`src/rtl/cnn_layer_accel_pkg.sv`:
```
// Shared definitions for the CNN layer accelerator: opcode handshake width and
// the dispatcher FSM state encodings.
package cnn_layer_accel_pkg;

  localparam int unsigned C_OPCODE_WIDTH = 64;

  // One-hot so each state decodes from a single flop.
  typedef enum logic [2:0] {
    ST_IDLE          = 3'b001,
    ST_ISSUE         = 3'b010,
    ST_WAIT_COMPLETE = 3'b100
  } disp_state_t;

endpackage

```
`src/rtl/cnn_layer_accel_sync_fifo.sv`:
```
// Generic synchronous FIFO with a registered write-ready; pointers carry an
// extra MSB to tell full from empty.
module cnn_layer_accel_sync_fifo #(
  parameter int unsigned C_WIDTH = 8,
  parameter int unsigned C_DEPTH = 8
) (
  input  logic               clk,
  input  logic               rst,
  input  logic [C_WIDTH-1:0] wr_data,
  input  logic               wr_valid,
  output logic               wr_ready,
  output logic [C_WIDTH-1:0] rd_data,
  input  logic               rd_en,
  output logic               empty
);

  localparam int unsigned AW = $clog2(C_DEPTH);

  logic [C_WIDTH-1:0] mem [C_DEPTH];
  logic [AW:0]        wr_ptr_q, rd_ptr_q, wr_ptr_d, rd_ptr_d;
  logic               ready_q, full_d, push, pop;

  assign push     = wr_valid && ready_q;
  assign pop      = rd_en && !empty;
  assign empty    = (wr_ptr_q == rd_ptr_q);
  assign wr_ready = ready_q;
  assign rd_data  = mem[rd_ptr_q[AW-1:0]];

  // Ready reflects the post-update fill level, so a full FIFO refuses a push
  // even in the cycle that frees an entry.
  always_comb begin
    wr_ptr_d = wr_ptr_q + (AW+1)'(push);
    rd_ptr_d = rd_ptr_q + (AW+1)'(pop);
    full_d   = (wr_ptr_d[AW] != rd_ptr_d[AW]) &&
               (wr_ptr_d[AW-1:0] == rd_ptr_d[AW-1:0]);
  end

  always_ff @(posedge clk or posedge rst) begin
    if (rst) begin
      wr_ptr_q <= '0;
      rd_ptr_q <= '0;
      ready_q  <= 1'b1;
    end else begin
      wr_ptr_q <= wr_ptr_d;
      rd_ptr_q <= rd_ptr_d;
      ready_q  <= !full_d;
    end
  end

  always_ff @(posedge clk) begin
    if (push) mem[wr_ptr_q[AW-1:0]] <= wr_data;
  end

endmodule

```
`src/rtl/cnn_layer_accel_opcode_dispatcher.sv`:
```
// Buffers host opcodes and issues them one at a time to a layer engine over the
// opcode/accept/complete handshake, with counters and sticky error flags.
module cnn_layer_accel_opcode_dispatcher #(
  parameter int unsigned C_OPCODE_WIDTH   = cnn_layer_accel_pkg::C_OPCODE_WIDTH,
  parameter int unsigned C_FIFO_DEPTH     = 8,
  parameter int unsigned C_TIMEOUT_CYCLES = 0,
  parameter int unsigned C_COUNT_WIDTH    = 16
) (
  input  logic                      clk,
  input  logic                      rst,
  input  logic [C_OPCODE_WIDTH-1:0] cmd_data,
  input  logic                      cmd_valid,
  output logic                      cmd_ready,
  output logic [C_OPCODE_WIDTH-1:0] opcode,
  output logic                      opcode_valid,
  input  logic                      opcode_accept,
  input  logic                      opcode_complete,
  output logic                      busy,
  output logic [C_COUNT_WIDTH-1:0]  issued_count,
  output logic [C_COUNT_WIDTH-1:0]  completed_count,
  output logic                      err_spurious,
  output logic                      err_timeout,
  input  logic                      clear_errors
);

  import cnn_layer_accel_pkg::*;

  localparam int unsigned TW = (C_TIMEOUT_CYCLES > 0) ? $clog2(C_TIMEOUT_CYCLES + 1) : 1;
  localparam logic [TW-1:0] TIMER_MAX = TW'(C_TIMEOUT_CYCLES);

  disp_state_t               state_q, state_d;
  logic [C_OPCODE_WIDTH-1:0] fifo_head, opcode_q;
  logic                      fifo_empty, fifo_pop, valid_q;
  logic [C_COUNT_WIDTH-1:0]  issued_q, completed_q;
  logic                      err_sp_q, err_to_q;
  logic [TW-1:0]             timer_q;
  logic                      ev_accept, ev_complete, ev_timeout, ev_spurious;

  cnn_layer_accel_sync_fifo #(
    .C_WIDTH (C_OPCODE_WIDTH),
    .C_DEPTH (C_FIFO_DEPTH)
  ) u_cmd_fifo (
    .clk      (clk),
    .rst      (rst),
    .wr_data  (cmd_data),
    .wr_valid (cmd_valid),
    .wr_ready (cmd_ready),
    .rd_data  (fifo_head),
    .rd_en    (fifo_pop),
    .empty    (fifo_empty)
  );

  always_comb begin
    state_d     = state_q;
    fifo_pop    = 1'b0;
    ev_accept   = 1'b0;
    ev_complete = 1'b0;
    ev_timeout  = 1'b0;
    ev_spurious = 1'b0;
    unique case (state_q)
      ST_IDLE: begin
        if (opcode_accept || opcode_complete) ev_spurious = 1'b1;
        if (!fifo_empty) begin
          fifo_pop = 1'b1;
          state_d  = ST_ISSUE;
        end
      end
      ST_ISSUE: begin
        if (opcode_accept) begin
          ev_accept = 1'b1;
          if (opcode_complete) begin
            ev_complete = 1'b1;
            state_d     = ST_IDLE;
          end else begin
            state_d = ST_WAIT_COMPLETE;
          end
        end else if (opcode_complete) begin
          ev_spurious = 1'b1;
        end
      end
      ST_WAIT_COMPLETE: begin
        if (opcode_accept) ev_spurious = 1'b1;
        if (opcode_complete) begin
          ev_complete = 1'b1;
          state_d     = ST_IDLE;
        end else if ((C_TIMEOUT_CYCLES != 0) && (timer_q == TIMER_MAX)) begin
          ev_timeout = 1'b1;
          state_d    = ST_IDLE;
        end
      end
      default: state_d = ST_IDLE;
    endcase
  end

  always_ff @(posedge clk or posedge rst) begin
    if (rst) state_q <= ST_IDLE;
    else     state_q <= state_d;
  end

  // Timer holds the number of cycles already spent waiting, so it is loaded
  // with 1 on accept and the timeout fires on the C_TIMEOUT_CYCLES-th edge.
  always_ff @(posedge clk or posedge rst) begin
    if (rst) begin
      opcode_q    <= '0;
      valid_q     <= 1'b0;
      issued_q    <= '0;
      completed_q <= '0;
      timer_q     <= '0;
      err_sp_q    <= 1'b0;
      err_to_q    <= 1'b0;
    end else begin
      if (fifo_pop) begin
        opcode_q <= fifo_head;
        valid_q  <= 1'b1;
      end
      if (ev_accept) begin
        valid_q  <= 1'b0;
        issued_q <= issued_q + 1'b1;
        timer_q  <= TW'(1);
      end else if (state_q == ST_WAIT_COMPLETE && C_TIMEOUT_CYCLES != 0) begin
        timer_q <= timer_q + 1'b1;
      end
      if (ev_complete) completed_q <= completed_q + 1'b1;
      if (ev_complete || ev_timeout) opcode_q <= '0;
      if (clear_errors) begin
        err_sp_q <= 1'b0;
        err_to_q <= 1'b0;
      end else begin
        if (ev_spurious) err_sp_q <= 1'b1;
        if (ev_timeout)  err_to_q <= 1'b1;
      end
    end
  end

  assign opcode          = opcode_q;
  assign opcode_valid    = valid_q;
  assign busy            = !fifo_empty || (state_q != ST_IDLE);
  assign issued_count    = issued_q;
  assign completed_count = completed_q;
  assign err_spurious    = err_sp_q;
  assign err_timeout     = err_to_q;

endmodule

```
`config.mk`:
```
export PLATFORM = sky130hd
export DESIGN_NAME = cnn_layer_accel_opcode_dispatcher
export DESIGN_NICKNAME = d
export VERILOG_FILES = /design/src/rtl/cnn_layer_accel_pkg.sv /design/src/rtl/cnn_layer_accel_sync_fifo.sv /design/src/rtl/cnn_layer_accel_opcode_dispatcher.sv
export SDC_FILE = /design/constraint.sdc
export NUM_CORES = 1
export LEC_CHECK = 0
export ABC_CLOCK_PERIOD_IN_PS = 8900
export BUFFER_PORTS_ARGS = -buffer_cell sky130_fd_sc_hd__buf_2
export CAP_MARGIN = 10
export CORE_MARGIN = 5
export CORE_UTILIZATION = 50
export CTS_CLUSTER_DIAMETER = 120
export DETAILED_ROUTE_END_ITERATION = 7
export GPL_TIMING_DRIVEN = 0
export MAX_ROUTING_LAYER = met4
export PLACE_DENSITY = 0.79
export SLEW_MARGIN = 20
export SYNTH_ARGS = -nofsm -noshare
export SYNTH_HDL_FRONTEND = slang
export SYNTH_SLANG_ARGS = --single-unit
```
`constraint.sdc`:
```
create_clock -name clk -period 8.9 [get_ports clk]
set_clock_uncertainty 0.1 [all_clocks]
set_input_delay 1.78 -clock clk [delete_from_list [all_inputs] [get_ports clk]]
set_output_delay 1.78 -clock clk [all_outputs]
set_load 0.05 [all_outputs]
```
==> results.ini, run 1 <==
[synthesis]
yosys-top-cells-area=edfxtp_1 65%, mux4_2 12%, dfrtp_1 11%
synthCells=1149
synth_nets=1224
synth_warnings=0
netlist_area_um2=23700
synth_edf_count=512
synth_top_cell_by_area=edfxtp_1
ys_seq_area_share_pct=76.6
yosysMostFrequentCell=edfxtp_1
synth-seq-cells=622
avgSynthCellArea_um2=20.6
synth_flop_cell=edfxtp_1
synth_commonest_cells=512 x edfxtp_1, 128 x mux4_2, 108 x dfrtp_1
yosys.area.top_type_share_pct=65.0
yosys.cell_types.count=39
async_flop_share_pct=17.7

[clock_tree]
clkLatencyLatePin_ns=0.59
numCtsBuffers=66
cts.path.max_buffers=3
path_clk_slew_ns=0.06
cts_resized=0
cts_root_buf=clkbuf_16
post_cts.repair.setup_buffers=0
h-tree-depth=3
clock_sinks=622
ctsHoldBuffers=0
cts_tree=done

[status]
status=finished clean

[routing]
wl_per_cell_um=25.3
first_iter_violations=1009
wl_um=53000
vias_per_cell=5.81
drc=0
num_vias=12100
drt-pass1-iter-count=5
postRouteAntennaNets=0

[worst_hold_path]
hold_depth=1
hp-class=reg2reg

[run]
max_cap_viol_count=0

[global_routing]
grt_pass1_vias=12700
gr-usage-all-layers_pct=21.4
antenna_found_initial=7
grt_max_degree=63
grt_first_pass_wirelength_um=79300
grt_overflow=0

[die]
core_um2=46700
die_x_um=228
fp.dieH_um=228
rows=79
start_util_pct=50.7
die-area_um2=51800
num_io_pins=171

[setup_path]
path_class=reg2out
path_cells=xor2_1 -> nor4_2 -> nand2_1 -> buf_2
crit_cells=4
crit_family=flip-flops
cp.required_ns=7.02
crit_buf_inv=1
cp_max_fo=8
critPathArrivalTime_ns=2.01
worst_setup_path_start_kind=flip-flop
end_kind=output pin
critPathMaxStageDelay_ns=0.56
critPathSlowestCell=dfrtp_1
rr_worst_depth=11

[power_and_ir_drop]
p_sw_share_pct=34.7
p_sw_mw=3.52
p_comb_share_pct=34.4
power.share.clock_pct=26.7
p_int_mw=6.62
p_leak_nw=10.0
p_per_area_nw_per_um2=360
power_mw=10.1
power_frac_seq_pct=39.0
irDropWorstVdd_mv=0.217

[placed_design]
hpwl_um=34100
dp_slack_ns=4.43
numPortBuffers=169
placed_cells_incl_taps=1963
dpl_cell_area_um2=26000
routabilityCongestion=0.817

[sta]
hold_viol=0
post-route-period-util_pct=43.8
max_freq_mhz=257
finalMaxSlewViolations=0
setup_tns_ns=0
tightest_slew_ns=0.945
finalSetupViolCount=0
fin_ws_ns=5.01
slew_headroom_pct=37.0
timing.final.crit_period_ns=3.89
grt_setup_unrepaired=false

[layout]
stdcell_area_um2=28200
drive_gt1_share_pct=33.0
area_delta_synth_final_pct=19.0
num-fill-cells=3257
final_cells=2092
layout.nets=1499

==> power groups by stage <==
stage | sequential [mW] | clock, mW | combinational [mW]
after floorplan | 4.55 | 0 | 1.85
after detailed placement | 4.00 | 0 | 3.50
after global routing | 3.99 | 2.87 | 3.72
after global placement | 4.05 | 0 | 3.27
after CTS | 3.95 | 2.75 | 3.53
final | 3.95 | 2.70 | 3.49
==> state kept, by name, indices dropped and copies added, names as in the netlist <==
name,flops
u_cmd_fifo.wr_ptr_q,4
opcode_valid,1
u_cmd_fifo.wr_ready,1
state_q,3
issued_count,16
u_cmd_fifo.mem,512
u_cmd_fifo.rd_ptr_q,4
opcode,64
err_spurious,1
completed_count,16
==> through the flow <==
step	utilization, %	hold WS [ns]
2_1_floorplan	-	0.382
3_3_place_gp	54.2	0.356
3_5_place_dp	55.7	0.366
4_1_cts	60.3	0.377
5_1_grt	60.4	0.400
6_report	60.4	0.369
==> area by class of cell <==
| class | count | area, um^2 | share of cell area [%] |
|---|---|---|---|
| Buffer | 63 | 310 | 1.10 |
| Inverter | 3 | 16.3 | 0.0577 |
| Clock buffer | 82 | 1760 | 6.26 |
| Multi-Input combinational cell | 461 | 5280 | 18.8 |
| Timing Repair Buffer | 207 | 1520 | 5.39 |
| Clock inverter | 40 | 377 | 1.34 |
| Sequential cell | 622 | 18100 | 64.4 |
| Antenna cell | 7 | 17.5 | 0.0622 |
| Tap cell | 607 | 759 | 2.70 |
==> per-layer routing <==
layer | global-route usage, % | routed length, um
met3 | 5.39 | 4080
met1 | 28.7 | 21600
met2 | 33.5 | 26200
met5 | - | 0
met4 | 5.25 | 1110
==> cell families after synthesis <==
logic type | after synthesis | synth area share (%)
flip-flops | 622 | 76.6
multiplexers | 195 | 15.0
AO/OA/AOI/OAI | 72 | 2.32
AND/OR/NAND/NOR | 145 | 2.78
XOR/XNOR | 43 | 1.65
adder cells (fa/ha/maj) | 5 | 0.264
other | 1 | 0.0158
buffers and inverters | 66 | 1.36
==> cells in the final DEF (no fill, tap or decap), types with 5 or more instances in the layout <==
master,instances
nor2_4,6
a211oi_1,65
nor2_1,80
buf_2,194
and3_1,6
bufinv_16,6
diode_2,7
clkbuf_16,67
mux4_2,128
xor2_1,17
edfxtp_1,512
nand4_1,7
clkinv_2,12
clkbuf_1,27
buf_16,15
mux2i_1,64
clkinv_1,13
dfrtp_1,108
ha_1,5
nand3_1,12
inv_6,6
buf_1,11
buf_12,6
nand2_1,17
buf_4,25
xnor2_1,25
==> worst reg2reg max path: stages, from the launching register on <==
cell and delay [ns]:
dfstp_2 0.52, clkbuf_2 0.19, nor3b_2 0.30, nor2b_1 0.16, buf_2 0.22, buf_4 0.31
buf_4 0.25, and2_1 0.17, ha_1 0.18, xor2_1 0.26, xnor2_1 0.16, nand4_1 0.19
==> path summary, 6_finish.rpt <==
kind,slack (ns),from,endpoint
min,0.37,issued_count[15],issued_count[15]
min reg2reg,0.37,issued_count[15],issued_count[15]
min in group asynchronous,1.16,rst,completed_count[8]
max reg2reg,5.77,state_q[0],u_cmd_fifo.wr_ready
max in group asynchronous,6.81,rst,u_cmd_fifo.wr_ready
max,5.01,u_cmd_fifo.wr_ptr_q[1],busy
No activity file was read; power rests on OpenSTA's default activity.
==> run 2, diff against run 1 <==
--- a/config.mk
+++ b/config.mk
@@ -5,7 +5,7 @@
 export SDC_FILE = /design/constraint.sdc
 export NUM_CORES = 1
 export LEC_CHECK = 0
-export ABC_CLOCK_PERIOD_IN_PS = 8900
+export ABC_CLOCK_PERIOD_IN_PS = 3700
 export BUFFER_PORTS_ARGS = -buffer_cell sky130_fd_sc_hd__buf_2
 export CAP_MARGIN = 10
 export CORE_MARGIN = 5
==> constraint.sdc (replaced) <==
create_clock -name clk -period 3.7 [get_ports clk]
set_clock_uncertainty 0.1 [all_clocks]
set_input_delay 0.74 -clock clk [delete_from_list [all_inputs] [get_ports clk]]
set_output_delay 0.74 -clock clk [all_outputs]
set_load 0.05 [all_outputs]
==> results.ini, run 2 (same netlist as run 1, synthesis figures left out) <==
[status]
status=finished clean

[global_routing]
grt_first_pass_wirelength_um=77700  ; -2.0%
grt_max_degree=32  ; -49%
antenna_found_initial=9  ; +2
grt_pass1_vias=12600  ; -0.60%
gr-usage-all-layers_pct=20.8  ; -0.57 points
grt_overflow=0  ; unchanged

[sta]
finalMaxSlewViolations=0  ; unchanged
tightest_slew_ns=1.00  ; +0.0562 ns
timing.final.crit_period_ns=3.09
hold_viol=0  ; unchanged
finalSetupViolCount=0  ; unchanged
grt_setup_unrepaired=false
post-route-period-util_pct=83.6
max_freq_mhz=323
slew_headroom_pct=33.3  ; -3.7 points

[clock_tree]
numCtsBuffers=60  ; -9.1%
path_clk_slew_ns=0.06  ; about the same
clkLatencyLatePin_ns=0.62  ; +0.03 ns
cts.path.max_buffers=3  ; unchanged
cts_resized=0  ; unchanged
cts_root_buf=clkbuf_16
ctsHoldBuffers=1  ; +1
cts_tree=done
h-tree-depth=2  ; -1
clock_sinks=622  ; unchanged
post_cts.repair.setup_buffers=0  ; unchanged

[routing]
wl_per_cell_um=24.8  ; -2.1%
postRouteAntennaNets=0  ; unchanged
vias_per_cell=5.77  ; -0.62%
drc=0  ; unchanged
num_vias=12000  ; -1.0%
first_iter_violations=1189  ; +18%
drt-pass1-iter-count=5  ; unchanged
wl_um=51700  ; -2.6%

[placed_design]
numPortBuffers=169  ; unchanged
hpwl_um=33800  ; -0.88%
placed_cells_incl_taps=1958  ; -0.25%
dpl_cell_area_um2=26100  ; +0.17%
routabilityCongestion=0.812  ; -0.54%

[die]
die-area_um2=51800  ; unchanged
core_um2=46700  ; unchanged
rows=79  ; unchanged
fp.dieH_um=228  ; unchanged
num_io_pins=171  ; unchanged
start_util_pct=50.7  ; unchanged
die_x_um=228  ; unchanged

[setup_path]
rr_worst_depth=11  ; unchanged
critPathLaunch=state_q[0]
cp.required_ns=4.11  ; -2.91 ns
path_class=reg2reg
worst_setup_path_start_kind=flip-flop
critPathArrivalTime_ns=3.50  ; +1.49 ns
cp_max_fo=10  ; +2
worstReg2RegStart=state_q[0]
end_kind=flip-flop

[layout]
area_delta_synth_final_pct=19.4
drive_gt1_share_pct=33.5  ; +0.47 points
layout_common_cells=512 x edfxtp_1, 194 x buf_2, 128 x mux4_2
layout.nets=1489  ; -0.67%
stdcell_area_um2=28300  ; +0.34%
final_cells=2083  ; -0.43%
mostFrequentLayoutCell=edfxtp_1
largest_reg_flops=512  ; unchanged

[power_and_ir_drop]
p_leak_nw=10.0  ; +0.22%
p_per_area_nw_per_um2=865  ; +140%
power_mw=24.4  ; +140%
irDropWorstVdd_mv=0.445  ; +110%

[worst_hold_path]
hold_depth=2  ; +1
hp-class=in2reg
hp-start=clear_errors

[run]
max_cap_viol_count=0  ; unchanged

[run 2: cell types whose count changed in the layout (fill, tap and decap cells not counted), sizes merged, moves of 3 or more]
cell / previous run / this run
clkinv: 26 / 21
inv: 9 / 6
buf: 254 / 249
bufinv: 6 / 11
diode: 7 / 10
clkbuf: 98 / 92
[run 2: report_power, final]
group / internal, mW / total, mW / switching [mW]
combinational: 3.15 / 8.36 / 5.21
clock: 3.99 / 6.60 / 2.61
sequential: 8.95 / 9.48 / 0.530
[run 2: layout make-up]
cell class / instances / area (um^2)
Fill cell: 3235 / 18400
Sequential cell: 622 / 18100
Multi-Input combinational cell: 461 / 5300
Clock buffer: 76 / 1680
Timing Repair Buffer: 203 / 1560
Tap cell: 607 / 759
Clock inverter: 38 / 492
Buffer: 63 / 310
Antenna cell: 10 / 25.0
Inverter: 3 / 15.0
[run 2: path summary, 6_finish.rpt]
| kind | endpoint | slack [ns] |
|---|---|---|
| max in group asynchronous | opcode[53] | 2.07 |
| min in group asynchronous | issued_count[12] | 0.56 |
| hold / removal | err_spurious | 0.18 |
| setup reg to reg | u_cmd_fifo.wr_ready | 0.61 |
| hold reg to reg | issued_count[15] | 0.37 |
| setup / recovery | u_cmd_fifo.wr_ready | 0.61 |
[run 2: stage by stage]
| step | hold slack, ns | setup slack (ns) | setup TNS (ns) | utilization, % |
|---|---|---|---|---|
| floorplan | 0.382 | -0.594 | -236.11 | - |
| global placement | 0.356 | -3.50 | -1535.20 | 54.2 |
| detailed placement | 0.368 | 0.651 | 0 | 55.8 |
| CTS | 0.148 | 0.650 | 0 | 60.5 |
| global route | 0.166 | 0.518 | 0 | 60.6 |
| finish | 0.178 | 0.608 | 0 | 60.6 |
[run 2: critical path, stage by stage, from the launching register on]
cell      delay [ns]
dfstp_2         0.51
clkbuf_2        0.19
nor3b_2         0.29
nor2b_1         0.16
buf_2           0.22
buf_4           0.32
buf_4           0.23
and2_1          0.17
ha_1            0.19
xor2_1          0.26
xnor2_1         0.18
nand4_1         0.15
[run 2: per-layer routing]
layer	share of wire (%)	global-route usage [%]	vias to the layer above	wire length, um
met5	0	-	-	0
met3	7.2	4.91	81	3740
li1	-	-	5198	-
met4	2.0	5.96	0	1050
met2	49	32.9	416	25500
met1	41	27.5	6326	21300
